**src/rtl/mips_pkg.sv**
```systemverilog
// Shared encodings for the multi-cycle MIPS controller: opcodes, datapath mux
// selects, FSM states and the decoded-instruction / control-word structs.
package mips_pkg;

    localparam logic [5:0] OP_RTYPE = 6'h00;
    localparam logic [5:0] OP_J     = 6'h02;
    localparam logic [5:0] OP_JAL   = 6'h03;
    localparam logic [5:0] OP_BEQ   = 6'h04;
    localparam logic [5:0] OP_ORI   = 6'h0D;
    localparam logic [5:0] OP_LUI   = 6'h0F;
    localparam logic [5:0] OP_LW    = 6'h23;
    localparam logic [5:0] OP_SW    = 6'h2B;

    localparam logic [5:0] FN_JR    = 6'h08;
    localparam logic [5:0] FN_ADDU  = 6'h21;
    localparam logic [5:0] FN_SUBU  = 6'h23;

    typedef enum logic [2:0] {
        ALU_ADD    = 3'b000,
        ALU_SUB    = 3'b001,
        ALU_OR     = 3'b010,
        ALU_PASS_B = 3'b011
    } alu_op_e;

    typedef enum logic [1:0] {
        EXT_ZERO  = 2'b00,
        EXT_SIGN  = 2'b01,
        EXT_UPPER = 2'b10
    } ext_op_e;

    typedef enum logic [1:0] {
        PC_ALU    = 2'b00,
        PC_ALUOUT = 2'b01,
        PC_JUMP   = 2'b10,
        PC_RS     = 2'b11
    } pc_src_e;

    typedef enum logic [1:0] {
        DST_RT = 2'b00,
        DST_RD = 2'b01,
        DST_RA = 2'b10
    } reg_dst_e;

    typedef enum logic [1:0] {
        WB_ALUOUT = 2'b00,
        WB_MDR    = 2'b01,
        WB_PC     = 2'b10
    } wb_sel_e;

    typedef enum logic [1:0] {
        SRCB_RT      = 2'b00,
        SRCB_FOUR    = 2'b01,
        SRCB_IMM     = 2'b10,
        SRCB_IMM_SH2 = 2'b11
    } src_b_e;

    typedef enum logic [3:0] {
        S_FETCH,
        S_DECODE,
        S_EXEC_R,
        S_EXEC_I,
        S_MEM_ADDR,
        S_MEM_RD,
        S_MEM_WR,
        S_WB_ALU,
        S_WB_MEM,
        S_BRANCH,
        S_JUMP,
        S_TRAP
    } state_e;

    typedef enum logic [2:0] {
        CLS_ALU_R,
        CLS_ALU_I,
        CLS_MEM,
        CLS_BRANCH,
        CLS_JUMP
    } inst_class_e;

    typedef struct packed {
        inst_class_e cls;
        logic        illegal;
        logic        is_sub;
        logic        is_lui;
        logic        is_lw;
        logic        is_jr;
        logic        is_jal;
    } dec_t;

    typedef struct packed {
        logic     mem_req;
        logic     mem_we;
        logic     iord;
        logic     pc_we;
        logic     ir_we;
        logic     mdr_we;
        logic     reg_we;
        reg_dst_e reg_dst;
        wb_sel_e  wb_sel;
        logic     alu_src_a;
        src_b_e   alu_src_b;
        alu_op_e  alu_op;
        ext_op_e  ext_op;
        pc_src_e  pc_src;
    } ctrl_t;

    // States in which the controller holds a memory request open.
    function automatic logic is_req_state(input state_e s);
        return (s == S_FETCH) || (s == S_MEM_RD) || (s == S_MEM_WR);
    endfunction

endpackage

```
**src/rtl/mc_decode.sv**
```systemverilog
// Combinational instruction classifier: opcode/funct to instruction class,
// per-instruction qualifiers and an illegal-instruction flag.
module mc_decode
    import mips_pkg::*;
(
    input  logic [5:0] opcode,
    input  logic [5:0] funct,
    output dec_t       dec
);

    always_comb begin
        dec     = '0;
        dec.cls = CLS_ALU_R;
        case (opcode)
            OP_RTYPE: begin
                case (funct)
                    FN_ADDU: dec.cls = CLS_ALU_R;
                    FN_SUBU: begin
                        dec.cls    = CLS_ALU_R;
                        dec.is_sub = 1'b1;
                    end
                    FN_JR: begin
                        dec.cls   = CLS_JUMP;
                        dec.is_jr = 1'b1;
                    end
                    default: dec.illegal = 1'b1;
                endcase
            end
            OP_ORI:  dec.cls = CLS_ALU_I;
            OP_LUI: begin
                dec.cls    = CLS_ALU_I;
                dec.is_lui = 1'b1;
            end
            OP_LW: begin
                dec.cls   = CLS_MEM;
                dec.is_lw = 1'b1;
            end
            OP_SW:   dec.cls = CLS_MEM;
            OP_BEQ:  dec.cls = CLS_BRANCH;
            OP_J:    dec.cls = CLS_JUMP;
            OP_JAL: begin
                dec.cls    = CLS_JUMP;
                dec.is_jal = 1'b1;
            end
            default: dec.illegal = 1'b1;
        endcase
    end

endmodule

```
**src/rtl/mc_control.sv**
```systemverilog
// Multi-cycle MIPS controller: sequences fetch/decode/execute/memory/writeback,
// traps on illegal opcodes and memory timeouts, and counts retired instructions.
module mc_control
    import mips_pkg::*;
#(
    parameter int TIMEOUT = 255,
    parameter int CNT_W   = 32
) (
    input  logic             clk,
    input  logic             reset,
    input  logic [31:0]      instr,
    input  logic             zero,
    input  logic             mem_ready,
    output logic             mem_req,
    output logic             mem_we,
    output logic             iord,
    output logic             pc_we,
    output logic             ir_we,
    output logic             mdr_we,
    output logic             reg_we,
    output logic [1:0]       reg_dst,
    output logic [1:0]       wb_sel,
    output logic             alu_src_a,
    output logic [1:0]       alu_src_b,
    output logic [2:0]       alu_op,
    output logic [1:0]       ext_op,
    output logic [1:0]       pc_src,
    output logic             trap,
    output logic             trap_cause,
    output logic [CNT_W-1:0] retired
);

    // Counter only needs to reach TIMEOUT-1; the trap fires on that cycle.
    localparam int WAIT_W = (TIMEOUT < 2) ? 1 : $clog2(TIMEOUT);

    state_e            state;
    state_e            state_nxt;
    dec_t              dec;
    ctrl_t             ctrl;
    logic [WAIT_W-1:0] wait_cnt;
    logic              timeout_hit;
    logic              retire;
    logic              unused_instr_bits;

    assign unused_instr_bits = ^instr[25:6];

    mc_decode u_decode (
        .opcode (instr[31:26]),
        .funct  (instr[5:0]),
        .dec    (dec)
    );

    assign timeout_hit = (TIMEOUT != 0) && is_req_state(state) && !mem_ready &&
                         (wait_cnt == WAIT_W'(TIMEOUT - 1));

    assign retire = (state == S_WB_ALU) || (state == S_WB_MEM) ||
                    (state == S_BRANCH) || (state == S_JUMP) ||
                    ((state == S_MEM_WR) && mem_ready);

    always_ff @(posedge clk or negedge reset) begin
        if (!reset) begin
            state <= S_FETCH;
        end else begin
            state <= state_nxt;
        end
    end

    always_comb begin
        state_nxt = state;
        case (state)
            S_FETCH:    if (mem_ready) state_nxt = S_DECODE;
            S_DECODE: begin
                if (dec.illegal) begin
                    state_nxt = S_TRAP;
                end else begin
                    case (dec.cls)
                        CLS_ALU_R:  state_nxt = S_EXEC_R;
                        CLS_ALU_I:  state_nxt = S_EXEC_I;
                        CLS_MEM:    state_nxt = S_MEM_ADDR;
                        CLS_BRANCH: state_nxt = S_BRANCH;
                        CLS_JUMP:   state_nxt = S_JUMP;
                        default:    state_nxt = S_TRAP;
                    endcase
                end
            end
            S_EXEC_R:   state_nxt = S_WB_ALU;
            S_EXEC_I:   state_nxt = S_WB_ALU;
            S_MEM_ADDR: state_nxt = dec.is_lw ? S_MEM_RD : S_MEM_WR;
            S_MEM_RD:   if (mem_ready) state_nxt = S_WB_MEM;
            S_MEM_WR:   if (mem_ready) state_nxt = S_FETCH;
            S_WB_ALU:   state_nxt = S_FETCH;
            S_WB_MEM:   state_nxt = S_FETCH;
            S_BRANCH:   state_nxt = S_FETCH;
            S_JUMP:     state_nxt = S_FETCH;
            S_TRAP:     state_nxt = S_TRAP;
            default:    state_nxt = S_TRAP;
        endcase
        if (timeout_hit) state_nxt = S_TRAP;
    end

    // Request states are only left on ready, so clearing on ready (or outside
    // a request state) guarantees a fresh count on every new access.
    always_ff @(posedge clk or negedge reset) begin
        if (!reset) begin
            wait_cnt <= '0;
        end else if (!is_req_state(state) || mem_ready) begin
            wait_cnt <= '0;
        end else begin
            wait_cnt <= wait_cnt + WAIT_W'(1);
        end
    end

    always_ff @(posedge clk or negedge reset) begin
        if (!reset) begin
            trap_cause <= 1'b0;
        end else if ((state != S_TRAP) && (state_nxt == S_TRAP)) begin
            trap_cause <= timeout_hit;
        end
    end

    always_ff @(posedge clk or negedge reset) begin
        if (!reset) begin
            retired <= '0;
        end else if (retire) begin
            retired <= retired + CNT_W'(1);
        end
    end

    assign trap = (state == S_TRAP);

    // FETCH enables are gated by reset so no request leaves while it is held.
    always_comb begin
        ctrl = '0;
        case (state)
            S_FETCH: begin
                ctrl.mem_req   = reset;
                ctrl.ir_we     = reset & mem_ready;
                ctrl.pc_we     = reset & mem_ready;
                ctrl.alu_src_b = SRCB_FOUR;
            end
            S_DECODE: begin
                ctrl.alu_src_b = SRCB_IMM_SH2;
                ctrl.ext_op    = EXT_SIGN;
            end
            S_EXEC_R: begin
                ctrl.alu_src_a = 1'b1;
                ctrl.alu_op    = dec.is_sub ? ALU_SUB : ALU_ADD;
            end
            S_EXEC_I: begin
                ctrl.alu_src_b = SRCB_IMM;
                ctrl.alu_op    = dec.is_lui ? ALU_PASS_B : ALU_OR;
                ctrl.ext_op    = dec.is_lui ? EXT_UPPER : EXT_ZERO;
            end
            S_MEM_ADDR: begin
                ctrl.alu_src_a = 1'b1;
                ctrl.alu_src_b = SRCB_IMM;
                ctrl.ext_op    = EXT_SIGN;
            end
            S_MEM_RD: begin
                ctrl.mem_req = 1'b1;
                ctrl.iord    = 1'b1;
                ctrl.mdr_we  = mem_ready;
            end
            S_MEM_WR: begin
                ctrl.mem_req = 1'b1;
                ctrl.mem_we  = 1'b1;
                ctrl.iord    = 1'b1;
            end
            S_WB_ALU: begin
                ctrl.reg_we  = 1'b1;
                ctrl.reg_dst = (dec.cls == CLS_ALU_R) ? DST_RD : DST_RT;
            end
            S_WB_MEM: begin
                ctrl.reg_we = 1'b1;
                ctrl.wb_sel = WB_MDR;
            end
            S_BRANCH: begin
                ctrl.alu_src_a = 1'b1;
                ctrl.alu_op    = ALU_SUB;
                ctrl.pc_we     = zero;
                ctrl.pc_src    = PC_ALUOUT;
            end
            S_JUMP: begin
                ctrl.pc_we  = 1'b1;
                ctrl.pc_src = dec.is_jr ? PC_RS : PC_JUMP;
                if (dec.is_jal) begin
                    ctrl.reg_we  = 1'b1;
                    ctrl.reg_dst = DST_RA;
                    ctrl.wb_sel  = WB_PC;
                end
            end
            default: ctrl = '0;
        endcase
    end

    assign mem_req   = ctrl.mem_req;
    assign mem_we    = ctrl.mem_we;
    assign iord      = ctrl.iord;
    assign pc_we     = ctrl.pc_we;
    assign ir_we     = ctrl.ir_we;
    assign mdr_we    = ctrl.mdr_we;
    assign reg_we    = ctrl.reg_we;
    assign reg_dst   = ctrl.reg_dst;
    assign wb_sel    = ctrl.wb_sel;
    assign alu_src_a = ctrl.alu_src_a;
    assign alu_src_b = ctrl.alu_src_b;
    assign alu_op    = ctrl.alu_op;
    assign ext_op    = ctrl.ext_op;
    assign pc_src    = ctrl.pc_src;

endmodule

```
**config.mk**
```make
export PLATFORM = sky130hd
export DESIGN_NAME = mc_control
export DESIGN_NICKNAME = d
export VERILOG_FILES = /design/src/rtl/mips_pkg.sv /design/src/rtl/mc_decode.sv /design/src/rtl/mc_control.sv
export SDC_FILE = /design/constraint.sdc
export NUM_CORES = 1
export LEC_CHECK = 0
export CELL_PAD_IN_SITES_DETAIL_PLACEMENT = 1
export CELL_PAD_IN_SITES_GLOBAL_PLACEMENT = 2
export CORE_MARGIN = 8
export CORE_UTILIZATION = 37
export DETAILED_ROUTE_END_ITERATION = 8
export DONT_BUFFER_PORTS = 1
export GPL_TIMING_DRIVEN = 0
export PLACE_DENSITY = 0.82
export SLEW_MARGIN = 20
export SYNTH_ARGS = -nofsm -noshare
export SYNTH_HDL_FRONTEND = slang
export SYNTH_SLANG_ARGS = --single-unit
```
**constraint.sdc**
```tcl
create_clock -name clk -period 2.9 [get_ports clk]
set_input_delay 0.29 -clock clk [delete_from_list [all_inputs] [get_ports clk]]
set_output_delay 0.29 -clock clk [all_outputs]
set_load 0.01 [all_outputs]
```
* After elaboration in Yosys (flattened, before gate mapping)
Index checks and enable logic that the tools add are counted.
** Word-level totals
- Register bits :: 45
- Bits of input ports :: 36
- Output and inout bits :: 55
- Word-level logic and storage cells :: 103
** Operators by class
- Add/sub/neg operators :: 2
- Equality and inequality tests :: 28
- Mux-type cells :: 40
- Bitwise operators :: 1
- Reduce and logical (&&, ||, !) cells :: 28
** Operator list (number)
- 32-bit by 1-bit adder with 32-bit output, second input constant :: 1
- 4-bit case mux with 7 select lines :: 1
- 6-bit equality test, second input constant :: 4
- 4-bit equality test, second input constant :: 5
- 4-bit two-way mux :: 5
- 4-bit case mux with 5 select lines :: 1
- 6-bit by 4-bit equality test with 1-bit output, second input constant :: 3
- 1-bit two-way mux :: 17
- 4-bit by 3-bit equality test with 1-bit output, second input constant :: 4
- 2-bit case mux with 2 select lines :: 4
- 2-bit OR reduction :: 8
- 3-bit case mux with 5 select lines :: 1
- 6-bit by 2-bit equality test with 1-bit output, second input constant :: 2
- 2-bit case mux with 3 select lines :: 2
- 8-bit by 1-bit adder with 8-bit output, second input constant :: 1
- 4-bit by 2-bit equality test with 1-bit output, second input constant :: 2
- 8-bit equality test, second input constant :: 1
- 8-bit two-way mux :: 1
- 1-bit logical OR :: 7
- 7-bit OR reduction :: 1
- 3-bit by 2-bit equality test with 1-bit output, second input constant :: 2
- 6-bit by 3-bit equality test with 1-bit output, second input constant :: 1
- 6-bit logical NOT :: 1
- 1-bit case mux with 2 select lines :: 3
- other kinds (15) :: 21

* Longest topological paths before layout
- Word-level depth :: 10
- Gate-level depth with buffers :: 8
- Mapped depth without buffers :: 7

* Cells and area by module
From an unflattened synthesis, not the netlist that was laid out.
** Unflattened totals
- Cell total of the unflattened synthesis :: 299
- Area, all modules :: 2829.0 um^2
** Modules (own cells, without submodules)
- mc_control :: times used 1, cells an instance 264, area an instance 2613.8 um^2, sequential area each 1126.1 um^2
- mc_decode :: times used 1, cells an instance 35, area an instance 215.2 um^2, sequential area each 0.0 um^2

* Worst setup path after synthesis
No wires, ideal clock.
- Kind :: in2out
- Start :: input port instr[29]
- End :: output port reg_we
- Data arrival time :: 1813 ps
- Data required time :: 2610 ps
- Setup slack :: 797 ps
- Stages on the path :: 4
- Buffers on the path :: 1
- Path through :: clkbuf_1 or4_1 nor4_1 or3b_2
** Between the ends
- Cells in the longest elaborated chain, start to end :: 4
** Ends and longest elaborated chain
- from (decl) :: RTL line mc_control.sv:11 : input logic [31:0] instr,
- 6-bit by 2-bit equality test with 1-bit output :: RTL line mc_decode.sv:14 : case (opcode)
- 1-bit two-way mux :: RTL line mc_decode.sv:14
- 5-bit two-way mux :: RTL line mc_control.sv:186 : if (dec.is_jal) begin
- 1-bit case mux with 2 select lines :: RTL line mc_control.sv:134 : case (state)
- to (decl) :: RTL line mc_control.sv:20 : output logic reg_we,
No other way between the ends.

* Worst setup path after layout
- Start :: register state[1]
- End :: output port reg_dst[0]
** Between the ends
- Cells in the longest elaborated chain, start to end :: 2
- Elaborated cells between the ends (all ways) :: 3
- Classes of those cells :: eq/ne: 2; mux: 1
** Ends and longest elaborated chain
- from (decl) :: RTL line mc_control.sv:36 : state_e state;
- from (signal assigned) :: RTL line mc_control.sv:64 : state <= state_nxt;
- 4-bit equality test or 4-bit by 3-bit equality test with 1-bit output (tied branches) :: RTL line mc_control.sv:134
- 2-bit case mux with 2 select lines * :: RTL line mc_control.sv:134
- to (decl) :: RTL line mc_control.sv:21 : output logic [1:0] reg_dst,
Every way passes the cells marked *; elsewhere a longest branch is shown, timed or not.

==> flow_summary.rst <==
.. list-table::
   :header-rows: 1

   * - Metric
     - Value
   * - Status
     - completed
   * - Master cell of the clock root buffer
     - clkbuf_8
   * - Detail Placement HPWL
     - 5.68 mm
   * - Minimum setup slack among reg-to-reg paths
     - 0.52 ns
   * - Relative slew margins
     - roughly two fifths
   * - Share of layout cells above drive strength 1
     - 9.35%
   * - Diodes inserted
     - 0
   * - H-tree lvl count
     - 2
   * - Setup crit end kind
     - primary output
   * - Area grow syn2layout
     - 9.52%
   * - Setup TNS
     - 0 ns
   * - Number of max-cap violations
     - 0
   * - Setup CP Type
     - reg -> out
   * - Final-stage net count
     - approximately 360
   * - Source-to-sink clock delay at the later pin of the worst-skew pair
     - 0.30 ns
   * - Final number of hold-violating endpoints
     - 0
   * - Largest voltage drop on the vdd net
     - 323 uV
   * - Fill cells
     - 869
   * - Reg-to-Reg End
     - retired[22]$_DFFE_PN0P_
   * - Required @ worst endpoint
     - between 2 and 3 ns
   * - RSZ-0062 raised after global routing
     - no
   * - CTS tree
     - built
   * - Largest stage delay on the critical path
     - between 0.7 and 0.8 ns
   * - Final Critical Period
     - around 2.6 ns
   * - Depth of the worst register-to-register path
     - 6
   * - Crit path max-delay family
     - compound AO/OA/AOI/OAI gates
   * - Buffers inserted during post-CTS setup optimization
     - 0
   * - Number of core rows
     - 31
   * - Via count of the first global-routing pass
     - 2503
   * - Final RePlAce weighted congestion
     - 0.827
   * - Transition time of the tightest slew-check pin
     - 0.862 ns
   * - Largest net degree at the start of global routing
     - 46
   * - Final-report max-slew violation count
     - 0
   * - CP Depth
     - 4
   * - Slowest CP cell
     - a2111oi_0
   * - Antenna violations before repair
     - 0
   * - Distinct cell type count after synthesis
     - 53
   * - Highest clock frequency the design can meet
     - slightly below 400 MHz
   * - Post-detailed-route count of antenna-violating nets
     - 0
   * - Critical path launch point type
     - register
   * - Area of the die
     - 0.0105 mm2
   * - Post-Syn Instances
     - 311
   * - Post-placement cell count
     - 410
   * - Final cell count without fillers
     - 420
   * - Count of flip-flops with a built-in enable after synthesis
     - 0
   * - Clock tree skew after final layout
     - around 0.005 ns
   * - LEAKAGE
     - 1.29 nW
   * - Routed length per placed instance
     - between 15 and 20 um
   * - Synth warnings
     - 0
   * - Vertical die dimension
     - 103 um
   * - Most common cell after layout, fill and taps aside
     - dfrtp_1
   * - I/O pins
     - 91
   * - Number of cells traversed by the worst hold path
     - 3
   * - Area of the core
     - around 0.0073 mm2
   * - CTS Sinks
     - 45
   * - Power Density
     - 700 mW/mm2
   * - Final Setup Violations
     - 0
   * - End point of the most critical hold path
     - state[3]$_DFF_PN0_
   * - Die Span X
     - ~100 um
   * - Startpoint of the worst-slack reg-to-reg timing path
     - state[3]$_DFF_PN0_
   * - Via density per instance
     - 5.60
   * - Number of iterations in the first detailed-routing pass
     - 4
   * - Portion of the clock cycle consumed by the worst path in the final layout
     - between 80% and 90%
   * - Worst min-delay path class
     - in -> reg
   * - Remaining global-route overflow
     - 0
   * - Maximum number of buffers from clock root to sink
     - 2
   * - Initial core utilization
     - 38.2%
   * - Vias after detailed routing
     - 2354
   * - Net Count, Synth
     - 350
   * - Largest fanout on the critical path
     - 10
   * - Wire length of the first global-routing pass
     - around 13 mm
   * - Top library cells by usage in the layout, fill and taps aside
     - dfrtp_1 (45), nor2_1 (28), nor3_1 (24)
   * - Data arrival time of the critical path
     - around 2.3 ns
   * - Post-Syn Area per Cell
     - 8.92 um2
   * - Drt total wl
     - approximately 7.4 mm
   * - Number of port buffers
     - 0
   * - Clock transition at the registers of the reported paths
     - ~0.090 ns
   * - Worst-path cell chain
     - buf_2 > buf_1 > nand3_1 > a2111oi_0
   * - Fraction of registers with async set or reset after synthesis
     - 100%
   * - Flip-flop and latch count after synthesis
     - 45
   * - Total CTS buffers
     - 5
   * - Global-route usage over all layers
     - 14.8%
   * - Part of the Yosys area used for sequential elements
     - 40.6%
   * - Worst path buffer plus inverter count
     - 2
   * - Mapped Area
     - 0.00277 mm2
   * - Worst hold start
     - instr[5]
   * - First DRT Iteration DRCs
     - 75
   * - DRC Markers
     - 0
   * - Dominant synthesized flop cell
     - dfrtp_1
-- power by group --
group          total, W  internal (W)  leakage (nW)  switching (W)
clock          0.000398      0.000171        0.0445       0.000226
sequential     0.000827      0.000704         0.580       0.000123
combinational  0.000900      0.000325         0.663       0.000575
total           0.00213       0.00120          1.29       0.000925
-- cell type report --
type	instances	area, um2	share of cell area (%)
sequential	45	1130	37.1
timing repair buffer	2	37.5	1.24
clock inverter	3	21.3	0.700
inverter	12	45.0	1.48
multi-input combinational	234	1520	50.0
buffer	20	97.6	3.21
clock buffer	5	68.8	2.27
tap	99	124	4.08
-- Yosys cell counts (2+ instances only) --
| library cell | n | area [um2] |
|---|---|---|
| clkbuf_1 | 9 | 33.8 |
| or4_1 | 2 | 15.0 |
| xor2_1 | 16 | 140 |
| nand4_2 | 2 | 25.0 |
| ha_1 | 3 | 37.5 |
| nor4_1 | 10 | 62.6 |
| and4_1 | 2 | 17.5 |
| a22o_1 | 2 | 17.5 |
| nand2b_1 | 8 | 50.1 |
| a22oi_1 | 4 | 30.0 |
| nor3_1 | 24 | 120 |
| and2_1 | 7 | 43.8 |
| a21o_1 | 2 | 15.0 |
| nand3_1 | 16 | 80.1 |
| dfrtp_1 | 45 | 1130 |
| or3_1 | 2 | 12.5 |
| buf_4 | 2 | 15.0 |
| a41oi_1 | 2 | 17.5 |
| nor2_1 | 28 | 105 |
| xnor2_1 | 22 | 193 |
| a21oi_1 | 6 | 30.0 |
| and3_1 | 3 | 18.8 |
| a31oi_1 | 4 | 25.0 |
| buf_1 | 2 | 7.51 |
| nor4b_1 | 2 | 17.5 |
| a2111oi_0 | 2 | 17.5 |
| inv_1 | 12 | 45.0 |
| nand2_1 | 19 | 71.3 |
| buf_2 | 6 | 30.0 |
| o21ai_0 | 3 | 15.0 |
| nor2b_1 | 10 | 62.6 |
| nand4_1 | 11 | 68.8 |
| or2_2 | 3 | 18.8 |
-- per-layer routing --
metal	track usage [%]	routed length [um]	up-vias	share of wire [%]
met5	0	0	-	0
met4	5.19	94	0	1.3
met3	4.25	556	7	7.5
met2	23.8	3480	64	47
met1	18.4	3310	1167	44
li1	-	-	1116	-
-- worst register-to-register path, delay by kind of cell (launching register included) --
| family | cells | cell delay (ns) |
|---|---|---|
| AND/OR/NAND/NOR | 3 | 1.27 |
| XOR/XNOR | 1 | 0.14 |
| buffers and inverters | 1 | 0.20 |
| AO/OA/AOI/OAI | 1 | 0.18 |
| flip-flops | 1 | 0.47 |
-- registers in the layout, indices dropped and copies added (netlist names) --
signal / count
retired: 32
trap_cause: 1
wait_cnt: 8
state: 4
-- worst max-delay path by stage --
stage,start,endpoint,slack (ns)
2_1_floorplan,instr[29],reg_we,0.80
3_3_place_gp,state[2]$_DFF_PN0_,retired[22]$_DFFE_PN0P_,0.54
3_5_place_dp,state[3]$_DFF_PN0_,retired[22]$_DFFE_PN0P_,0.53
4_1_cts,state[2]$_DFF_PN0_,reg_we,0.20
5_1_grt,state[1]$_DFF_PN0_,reg_dst[0],0.14
6_report,state[1]$_DFF_PN0_,reg_dst[0],0.34
-- kinds of logic after synthesis --
group	count (synthesis)	share of synthesized area, %
adder cells (fa/ha/maj)	3	1.35
buffers and inverters	32	5.14
XOR/XNOR	39	12.6
AO/OA/AOI/OAI	35	9.29
other	1	0.135
flip-flops	45	40.6
multiplexers	1	0.406
AND/OR/NAND/NOR	155	30.5
-- metrics by stage --
| step | power [W] | util [%] | setup slack [ns] | hold slack [ns] | area, um2 |
|---|---|---|---|---|---|
| floorplan | 0.00150 | - | 0.797 | -0.00559 | 2770 |
| global placement | 0.00171 | 40.0 | 0.541 | -0.00270 | 2900 |
| detailed placement | 0.00172 | 40.0 | 0.527 | -0.00283 | 2900 |
| CTS | 0.00214 | 41.7 | 0.205 | 0.303 | 3030 |
| global route | 0.00228 | 41.9 | 0.140 | 0.331 | 3040 |
| finish | 0.00213 | 41.9 | 0.336 | 0.326 | 3040 |
-- repair_timing --
item                       4_1_cts  5_1_grt
setup endpoints to repair        0        1
hold endpoints to repair        45        0
hold buffers                     2        0
gates resized for setup          0        1
(Power assumes the default switching activity.)
